[src/rtl/axil_lsu_master.sv]
// AXI4-Lite initiator for the load/store unit: one single-beat read or write in flight,
// with a watchdog that turns a silent responder into an error response.
module axil_lsu_master #(
    parameter int unsigned TIMEOUT = 1024,
    parameter int unsigned TO_W    = 11
) (
    input  logic        clk,
    input  logic        rst_n,
    input  logic        req_valid,
    output logic        req_ready,
    input  logic        req_wen,
    input  logic [31:0] req_addr,
    input  logic [31:0] req_wdata,
    input  logic [3:0]  req_wstrb,
    output logic        rsp_valid,
    input  logic        rsp_ready,
    output logic [31:0] rsp_rdata,
    output logic        rsp_err,
    output logic [31:0] araddr,
    output logic        arvalid,
    input  logic        arready,
    input  logic [31:0] rdata,
    input  logic [1:0]  rresp,
    input  logic        rvalid,
    output logic        rready,
    output logic [31:0] awaddr,
    output logic        awvalid,
    input  logic        awready,
    output logic [31:0] wdata,
    output logic [3:0]  wstrb,
    output logic        wvalid,
    input  logic        wready,
    input  logic [1:0]  bresp,
    input  logic        bvalid,
    output logic        bready
);

    typedef enum logic [2:0] {
        S_IDLE,
        S_AR,
        S_R,
        S_AW_W,
        S_B,
        S_RSP
    } state_t;

    state_t          state_q, state_d;
    logic [31:0]     addr_q, addr_d;
    logic [31:0]     wdata_q, wdata_d;
    logic [3:0]      wstrb_q, wstrb_d;
    logic [31:0]     rdata_q, rdata_d;
    logic            err_q, err_d;
    logic            aw_done_q, aw_done_d;
    logic            w_done_q, w_done_d;
    logic [TO_W-1:0] wd_q, wd_d;

    logic ar_hs, aw_hs, w_hs, wd_expired;

    assign req_ready = (state_q == S_IDLE);
    assign rsp_valid = (state_q == S_RSP);
    assign rsp_rdata = rdata_q;
    assign rsp_err   = err_q;
    assign araddr    = addr_q;
    assign arvalid   = (state_q == S_AR);
    assign rready    = (state_q == S_R);
    assign awaddr    = addr_q;
    assign awvalid   = (state_q == S_AW_W) && !aw_done_q;
    assign wdata     = wdata_q;
    assign wstrb     = wstrb_q;
    assign wvalid    = (state_q == S_AW_W) && !w_done_q;
    assign bready    = (state_q == S_B);

    assign ar_hs      = arvalid && arready;
    assign aw_hs      = awvalid && awready;
    assign w_hs       = wvalid && wready;
    assign wd_expired = (wd_q == TO_W'(TIMEOUT - 1));

    always_comb begin
        state_d   = state_q;
        addr_d    = addr_q;
        wdata_d   = wdata_q;
        wstrb_d   = wstrb_q;
        rdata_d   = rdata_q;
        err_d     = err_q;
        aw_done_d = aw_done_q;
        w_done_d  = w_done_q;
        wd_d      = wd_q;
        case (state_q)
            S_IDLE: begin
                if (req_valid) begin
                    addr_d  = req_addr;
                    wdata_d = req_wdata;
                    wstrb_d = req_wstrb;
                    wd_d    = '0;
                    if (req_wen) begin
                        state_d   = S_AW_W;
                        aw_done_d = 1'b0;
                        w_done_d  = 1'b0;
                    end else begin
                        state_d = S_AR;
                    end
                end
            end
            // A handshake landing on the final watchdog cycle still wins over the abort.
            S_AR: begin
                if (ar_hs) begin
                    state_d = S_R;
                    wd_d    = '0;
                end else if (wd_expired) begin
                    state_d = S_RSP;
                    rdata_d = '0;
                    err_d   = 1'b1;
                end else begin
                    wd_d = wd_q + 1'b1;
                end
            end
            S_R: begin
                if (rvalid) begin
                    state_d = S_RSP;
                    rdata_d = rdata;
                    err_d   = (rresp != 2'b00);
                end else if (wd_expired) begin
                    state_d = S_RSP;
                    rdata_d = '0;
                    err_d   = 1'b1;
                end else begin
                    wd_d = wd_q + 1'b1;
                end
            end
            S_AW_W: begin
                aw_done_d = aw_done_q || aw_hs;
                w_done_d  = w_done_q || w_hs;
                if (aw_done_d && w_done_d) begin
                    state_d = S_B;
                    wd_d    = '0;
                end else if (aw_hs || w_hs) begin
                    wd_d = '0;
                end else if (wd_expired) begin
                    state_d = S_RSP;
                    rdata_d = '0;
                    err_d   = 1'b1;
                end else begin
                    wd_d = wd_q + 1'b1;
                end
            end
            S_B: begin
                if (bvalid) begin
                    state_d = S_RSP;
                    rdata_d = '0;
                    err_d   = (bresp != 2'b00);
                end else if (wd_expired) begin
                    state_d = S_RSP;
                    rdata_d = '0;
                    err_d   = 1'b1;
                end else begin
                    wd_d = wd_q + 1'b1;
                end
            end
            S_RSP: begin
                if (rsp_ready) begin
                    state_d = S_IDLE;
                end
            end
            default: begin
                state_d = S_IDLE;
            end
        endcase
    end

    always_ff @(posedge clk or negedge rst_n) begin
        if (!rst_n) begin
            state_q   <= S_IDLE;
            addr_q    <= '0;
            wdata_q   <= '0;
            wstrb_q   <= '0;
            rdata_q   <= '0;
            err_q     <= 1'b0;
            aw_done_q <= 1'b0;
            w_done_q  <= 1'b0;
            wd_q      <= '0;
        end else begin
            state_q   <= state_d;
            addr_q    <= addr_d;
            wdata_q   <= wdata_d;
            wstrb_q   <= wstrb_d;
            rdata_q   <= rdata_d;
            err_q     <= err_d;
            aw_done_q <= aw_done_d;
            w_done_q  <= w_done_d;
            wd_q      <= wd_d;
        end
    end

endmodule

[config.mk]
export PLATFORM = sky130hd
export DESIGN_NAME = axil_lsu_master
export DESIGN_NICKNAME = d
export VERILOG_FILES = /design/src/rtl/axil_lsu_master.sv
export SDC_FILE = /design/constraint.sdc
export NUM_CORES = 1
export LEC_CHECK = 0
export ABC_AREA = 1
export BUFFER_PORTS_ARGS = -buffer_cell sky130_fd_sc_hd__buf_2
export CORE_MARGIN = 2
export CORE_UTILIZATION = 48
export DETAILED_ROUTE_END_ITERATION = 16
export PLACE_DENSITY_LB_ADDON = 0.1
export SYNTH_ARGS = -nofsm -noshare
export SYNTH_HDL_FRONTEND = slang
export SYNTH_SLANG_ARGS = --single-unit
export TNS_END_PERCENT = 100
[constraint.sdc]
create_clock -name clk -period 2.1 [get_ports clk]
set_input_delay 0.525 -clock clk [delete_from_list [all_inputs] [get_ports clk]]
set_output_delay 0.525 -clock clk [all_outputs]
set_load 0.03 [all_outputs]
==> results of run 1 <==
-- synthesized netlist by cell type (all sizes together) --
master  number  area (µm²)
a21boi       1       7.510
a21oi        2       10.01
and3         1       6.260
buf         49       359.1
clkbuf      11       41.29
clkinv       1       3.750
dfrtp      117        2928
ha           1       12.51
inv         55       206.5
mux2        68       840.8
nand2      230       863.3
nand3       45       247.7
nand3b       1       7.510
nand4       13       87.58
nor2        26       132.6
nor3         5       30.03
o21ai       32       160.2
o21bai       1       7.510
o221ai       1       15.01
xnor2        2       17.52
xor2         4       35.03
-- registers in the layout (all words and copies together), names as in the netlist --
name / flops
rsp_err: 1
aw_done_q: 1
wd_q: 11
state_q: 3
araddr: 32
w_done_q: 1
wdata: 32
wstrb: 4
rsp_rdata: 32
-- worst register-to-register path, delay by kind of cell (launching register included) --
family        cells  cell delay [ns]
buf+inv           3             0.37
simple gates      8             0.99
flops             1             0.44
-- layer usage --
| metal | vias up | share of wire | global-route usage | routed length, µm |
|---|---|---|---|---|
| met2 | 235 | 0.49 | 0.3735 | 7682 |
| met5 | - | 0 | 0 | 0 |
| met4 | 0 | 0.018 | 0.09444 | 283 |
| met3 | 28 | 0.081 | 0.07008 | 1267 |
| met1 | 2404 | 0.41 | 0.2886 | 6356 |
| li1 | 2549 | - | - | - |
-- area by class of cell --
cell class / count / area share
multi-input cells: 433 / 0.3167
repair buffers: 267 / 0.1818
flip-flops and latches: 117 / 0.3729
inverters: 56 / 0.02739
clock buffers: 19 / 0.05764
well taps: 168 / 0.02675
clock inverters: 13 / 0.01672
-- power by group --
group	internal (mW)	total [mW]	leakage (nW)	switching [mW]
combinational	2.52	7.63	2.65	5.11
clock	1.80	2.84	0.289	1.04
sequential	3.31	4.07	1.42	0.753
total	7.63	14.5	4.36	6.90
-- per-stage QoR --
| step | setup WS [ns] | power [mW] | std cells | util |
|---|---|---|---|---|
| after floorplan | 0.3036 | 9.992 | 666 | - |
| after global placement | 0.2887 | 11.54 | 1038 | 0.5976 |
| after detailed placement | 0.2686 | 11.70 | 1038 | 0.5976 |
| after CTS | 0.02336 | 14.64 | 1071 | 0.6472 |
| after global routing | 0.03200 | 15.44 | 1073 | 0.6488 |
| final | 0.1063 | 14.53 | 1073 | 0.6488 |
-- timing repair --
action	CTS	global route
setup buffers	1	2
gates resized for setup	4	2
hold endpoints to repair	0	0
setup endpoints to repair	5	6
-- worst max-delay path by stage --
stage                              end  startpoint  slack [ns]
after floorplan                 rready  state_q[2]        0.30
after global placement      araddr[18]  state_q[1]        0.29
after detailed placement  rsp_rdata[0]  state_q[1]        0.27
after CTS                       rready  state_q[2]        0.02
after global routing         rsp_valid  state_q[0]        0.03
final                        req_ready  state_q[1]        0.11
-- cells by family after synthesis --
logic type	after synthesis
compound gates	37
xor+xnor	6
fa+ha+maj	1
buf+inv	116
flops	117
mux	68
simple gates	321
==> impl_results.md, run 1 <==
* Status: finished clean
* Final ANT Viol Nets at 0
* Post-synthesis xor/xnor area fraction at 0.008730
* Vias in the first global route at 4850
* Critical path cell sequence: nor2_2 -> inv_2 -> nor2_4 -> buf_2
* Max Fclk at around 0.5 GHz
* CP arrival at between 1 and 1.5 ns
* Clock Latency Late Sink at just over 0.4 ns
* Slew @ Worst Pin at 0.4698 ns
* Clock Pin Slew Worst Setup and Hold Paths at 0.06 ns
* Slew margin rel. at 0.6864
* Compound-Gate Fraction of Synth Area at 0.03326
* Worst r2r path cells at 11
* Routed wire length at about 16000 µm
* # clock sinks at between 100 and 150
* 1st-iter DRT viols at 295
* Internal reg-to-reg setup slack at about 0.24 ns
* Syn_area_per_cell at ~9 µm²
* Initial core utilization at 0.4970
* VDD IR max at between 900 and 1000 µV
* Skew final at approximately 0.0073 ns
* CP delay by family, top: flip-flops
* GRT Total Usage at 0.2303
* Detail Placement HPWL at roughly 11000 µm
* CTS max path bufs at 2
* Final weighted congestion in routability-driven placement at around 0.88
* Multiplexer share of the synthesized area at 0.1397
* TritonCTS clock tree: yes
* Filler instances at just over 1000
* Post-Synthesis Cells at between 600 and 700
* Hold WS at between 0.02 and 0.03 ns
* Critical path buffers and inverters at 2
* Data required, critical path at around 1.6 ns
* Port Buffer Count at 253
* FP Rows at 40
* Initial antenna violation count at 0
* Max cap viols at 0
* CP max FO at 7
* Sequential area share after synthesis at 0.4864
* Die height at roughly 120 µm
* Hold buffers post-CTS at 0
* Mapped Nets at slightly below 800
* Root Driver: clkbuf_16
* Critical R2R Capture: wd_q[8]
* Synth cell types at 33
* Synth Warn # at 0
* Most frequent cells in the layout: 250 x buf_2, 229 x nand2_1, 115 x dfrtp_1
* Hold WC Path Type: in2async
* Placement-stage cell area at 7238 µm²
* DRC at 0
* Pwr dens at between 1500 and 2000 nW/µm²
* Mapped Area at around 6000 µm²
* Num CTS Buffers at 17
* Reg-to-Reg Start: state_q[1]
* Ports at roughly 250
* Largest family of logic cells by synthesized area: simple AND/OR/NAND/NOR gates
* RSZ-0062 raised after global routing: no
* Diode count at 0
* Fin crit share at 0.9494
* Clock period minus worst slack at roughly 2.0 ns
* Crit path depth at 4
* Post-Synth Simple-Gate Area at 0.2284
* CP max stage cell: dfrtp_2
* Commonest non-fill, non-tap cell in the layout: buf_2
* Global-route wire length before repair at 23740 µm
* Post-synthesis adder-cell area fraction at 0.002079
* Post-DR vias/cell at 4.861
* Die width at between 100 and 150 µm
* Pin count of the biggest net entering global routing at between 50 and 60
* Core area at about 12000 µm²
* Multi-input logic area at 2489 µm²
* Share of cells above drive strength 1 at 0.4343
* # H-tree levels at 4
* Critical Path End Type: output port
* Grt ovf at 0
* Leak pwr at roughly 4.4 nW
* Setup Crit Path Kind: reg2out
* Startpoint Class: register
* Wire length per cell at approximately 15 µm
* Max Slew Vio Count at 0
* Area growth from synthesis to layout at 30.53%
* Cell area after layout at 7858 µm²
* Register area at around 3000 µm²
* Nets at about 1000
* Via Count at about 5200
* Hold Vio Cnt, Final at 0
* Final Setup Violations at 0
* Critical path's largest stage delay at about 0.46 ns
* Yosys reg bits at ~120
* Setup TNS at 0 ns
* DR pass1 iterations at 5
* Die area at 13450 µm²
(Power assumes the default switching activity.)
==> run 2, diff against run 1 <==
--- a/config.mk
+++ b/config.mk
@@ -9,8 +9,10 @@
 export BUFFER_PORTS_ARGS = -buffer_cell sky130_fd_sc_hd__buf_2
 export CORE_MARGIN = 2
 export CORE_UTILIZATION = 48
+export CTS_CLUSTER_SIZE = 30
 export DETAILED_ROUTE_END_ITERATION = 16
 export PLACE_DENSITY_LB_ADDON = 0.1
+export RECOVER_POWER = 25
 export SYNTH_ARGS = -nofsm -noshare
 export SYNTH_HDL_FRONTEND = slang
 export SYNTH_SLANG_ARGS = --single-unit
==> run 2 against run 1 <==
Against the previous run: the run now ends with capacitance limit, slew limit left; sequential power about the same; design area shrank 0.16%; first-iteration DRC count is the same; clock skew barely moved; power about the same; final cell count did not move; sequential cell count is the same; non-clock buffer count unchanged; highest routed layer unchanged; fmax barely moved.
==> impl_results.md, run 2 (synthesis results as in run 1) <==
* Status: finished, violations left
* Violated checks: capacitance limit, slew limit
* Clock Latency Late Sink at 0.41 ns (about the same)
* Initial core utilization at 0.4970 (unchanged)
* DRC at 0 (unchanged)
* Final ANT Viol Nets at 0 (unchanged)
* Final weighted congestion in routability-driven placement at 0.8786 (unchanged)
* Setup Crit Path Kind: reg2out
* Clock period minus worst slack at 1.994 ns (+0.00007900 ns)
* Pin count of the biggest net entering global routing at 57 (unchanged)
* Vias in the first global route at 4850 (unchanged)
* Switching pwr at 6.902 mW (about the same)
* Via Count at 5218 (+0.038%)
* Share of cells above drive strength 1 at 0.4331 (-0.001105)
* Post-DR vias/cell at 4.863 (about the same)
* Die area at 13450 µm² (unchanged)
* Clock Pin Slew Worst Setup and Hold Paths at 0.06 ns (about the same)
* Final Setup Violations at 0 (unchanged)
* Internal reg-to-reg setup slack at 0.24 ns (about the same)
* Initial antenna violation count at 0 (unchanged)
* Hold WC Path Type: in2reg
* Hold Vio Cnt, Final at 0 (unchanged)
* Leak pwr at 4.354 nW (-0.16%)
* Commonest non-fill, non-tap cell in the layout: buf_2
* Hold WS at 0.3385 ns (+0.3091 ns)
* 1st-iter DRT viols at 295 (unchanged)
* Slew @ Worst Pin at 1.505 ns (+1.035 ns)
* Most frequent cells in the layout: 250 x buf_2, 229 x nand2_1, 115 x dfrtp_1
* Max cap viols at 1 (+1)
* Combinational share of power at 0.525 (about the same)
* GRT Total Usage at 0.2303 (unchanged)
* Area growth from synthesis to layout at 30.33%
* Sequential Power Share at 0.280 (about the same)
* Diode count at 0 (unchanged)
* Port Buffer Count at 253 (unchanged)
* Global-route wire length before repair at 23740 µm (unchanged)
* Routed wire length at 15600 µm (about the same)
* Multi-input logic area at 2489 µm² (unchanged)
* Wire length per cell at 14.53 µm (about the same)
* Hold buffers post-CTS at 0 (unchanged)
* Pwr dens at 1852 nW/µm² (+0.15%)
* Setup TNS at 0 ns (unchanged)
* Clock network power share at 0.195 (about the same)
* Skew final at 0.007293 ns (+0.0000003100 ns)
* Die height at 116.0 µm (unchanged)
* # H-tree levels at 4 (unchanged)
* VDD IR max at 950.6 µV (about the same)
* Root Driver: clkbuf_16
* Data required, critical path at 1.57 ns (about the same)
* Core area at 12110 µm² (unchanged)
* Grt ovf at 0 (unchanged)
* TritonCTS clock tree: yes
* Register area at 2930 µm² (unchanged)
* CP arrival at 1.47 ns (about the same)
* Ports at 254 (unchanged)
* RSZ-0062 raised after global routing: no
* Critical Path End Type: output port
* Die width at 116.0 µm (unchanged)
* Detail Placement HPWL at 11130 µm (unchanged)
* # clock sinks at 117 (unchanged)
* CTS max path bufs at 2 (unchanged)
* Max Fclk at 0.5016 GHz (about the same)
* Nets at 1007 (unchanged)
* Num CTS Buffers at 17 (unchanged)
* Filler instances at 1038 (+0.19%)
* CP max FO at 7 (unchanged)
* Sw frac at 0.4749 (about the same)
* Internal at 7.631 mW (about the same)
* Fin crit share at 0.9494 (about the same)
* DR pass1 iterations at 5 (unchanged)
* FP Rows at 40 (unchanged)
* Max Slew Vio Count at 25 (+25)
* Slew margin rel. at -0.003186 (-0.6896)
* Startpoint Class: register
==> run 2: layout make-up <==
type / count / share of cell area
Clock buffer: 19 / 0.05774
Inverter: 56 / 0.02743
Clock inverter: 13 / 0.01675
Tap cell: 168 / 0.02679
Multi-Input combinational cell: 433 / 0.3172
Sequential cell: 117 / 0.3735
Timing Repair Buffer: 267 / 0.1805
==> run 2: routing by layer <==
layer  routed length [µm]  share of wire  vias up  track usage
met5                    0              0        -            0
met2                 7678           0.49      235       0.3735
met3                 1266          0.081       28      0.07008
met1                 6367           0.41     2405       0.2886
met4                  283          0.018        0      0.09444
li1                     -              -     2550            -
==> run 2: stage by stage <==
stage | worst slack, ns | std cells | power (mW) | util | instance area, µm²
2_1_floorplan | 0.3036 | 666 | 9.992 | - | 6020
3_3_place_gp | 0.2887 | 1038 | 11.54 | 0.5976 | 7238
3_5_place_dp | 0.2686 | 1038 | 11.70 | 0.5976 | 7238
4_1_cts | 0.02336 | 1071 | 14.64 | 0.6472 | 7839
5_1_grt | 0.03200 | 1073 | 15.44 | 0.6477 | 7845
6_report | 0.1062 | 1073 | 14.53 | 0.6477 | 7845
==> run 2: power groups by stage <==
stage          Sequential [mW]  Combinational [mW]  Clock, mW
2_1_floorplan             5.88                4.11          0
5_1_grt                   4.21                8.22       3.01
3_3_place_gp              4.04                7.51          0
3_5_place_dp              4.09                7.61          0
4_1_cts                   4.08                7.65       2.91
6_report                  4.07                7.63       2.84
==> run 2: critical path, stage by stage (launching register included) <==
cell and delay (ns):
dfrtp_2 0.45, inv_2 0.11, nand3_2 0.14, inv_4 0.15, clkbuf_4 0.21
==> run 2: path summary, 6_finish.rpt <==
check,from,to,cells past startpoint
setup reg to reg,state_q[1],wd_q[8],11
min in group asynchronous,rst_n,araddr[12],1
max in group asynchronous,rst_n,wdata[21],2
setup / recovery,state_q[2],rready,4
hold reg to reg,rsp_rdata[19],rsp_rdata[19],2
hold / removal,req_wdata[29],wdata[29],2
==> run 2: what timing repair did <==
| action | 4_1_cts | 5_1_grt |
|---|---|---|
| pin swaps | 0 | 0 |
| gates resized for setup | 4 | 2 |
| hold endpoints to repair | 0 | 0 |
| buffers inserted | 1 | 2 |
| setup endpoints to repair | 5 | 6 |
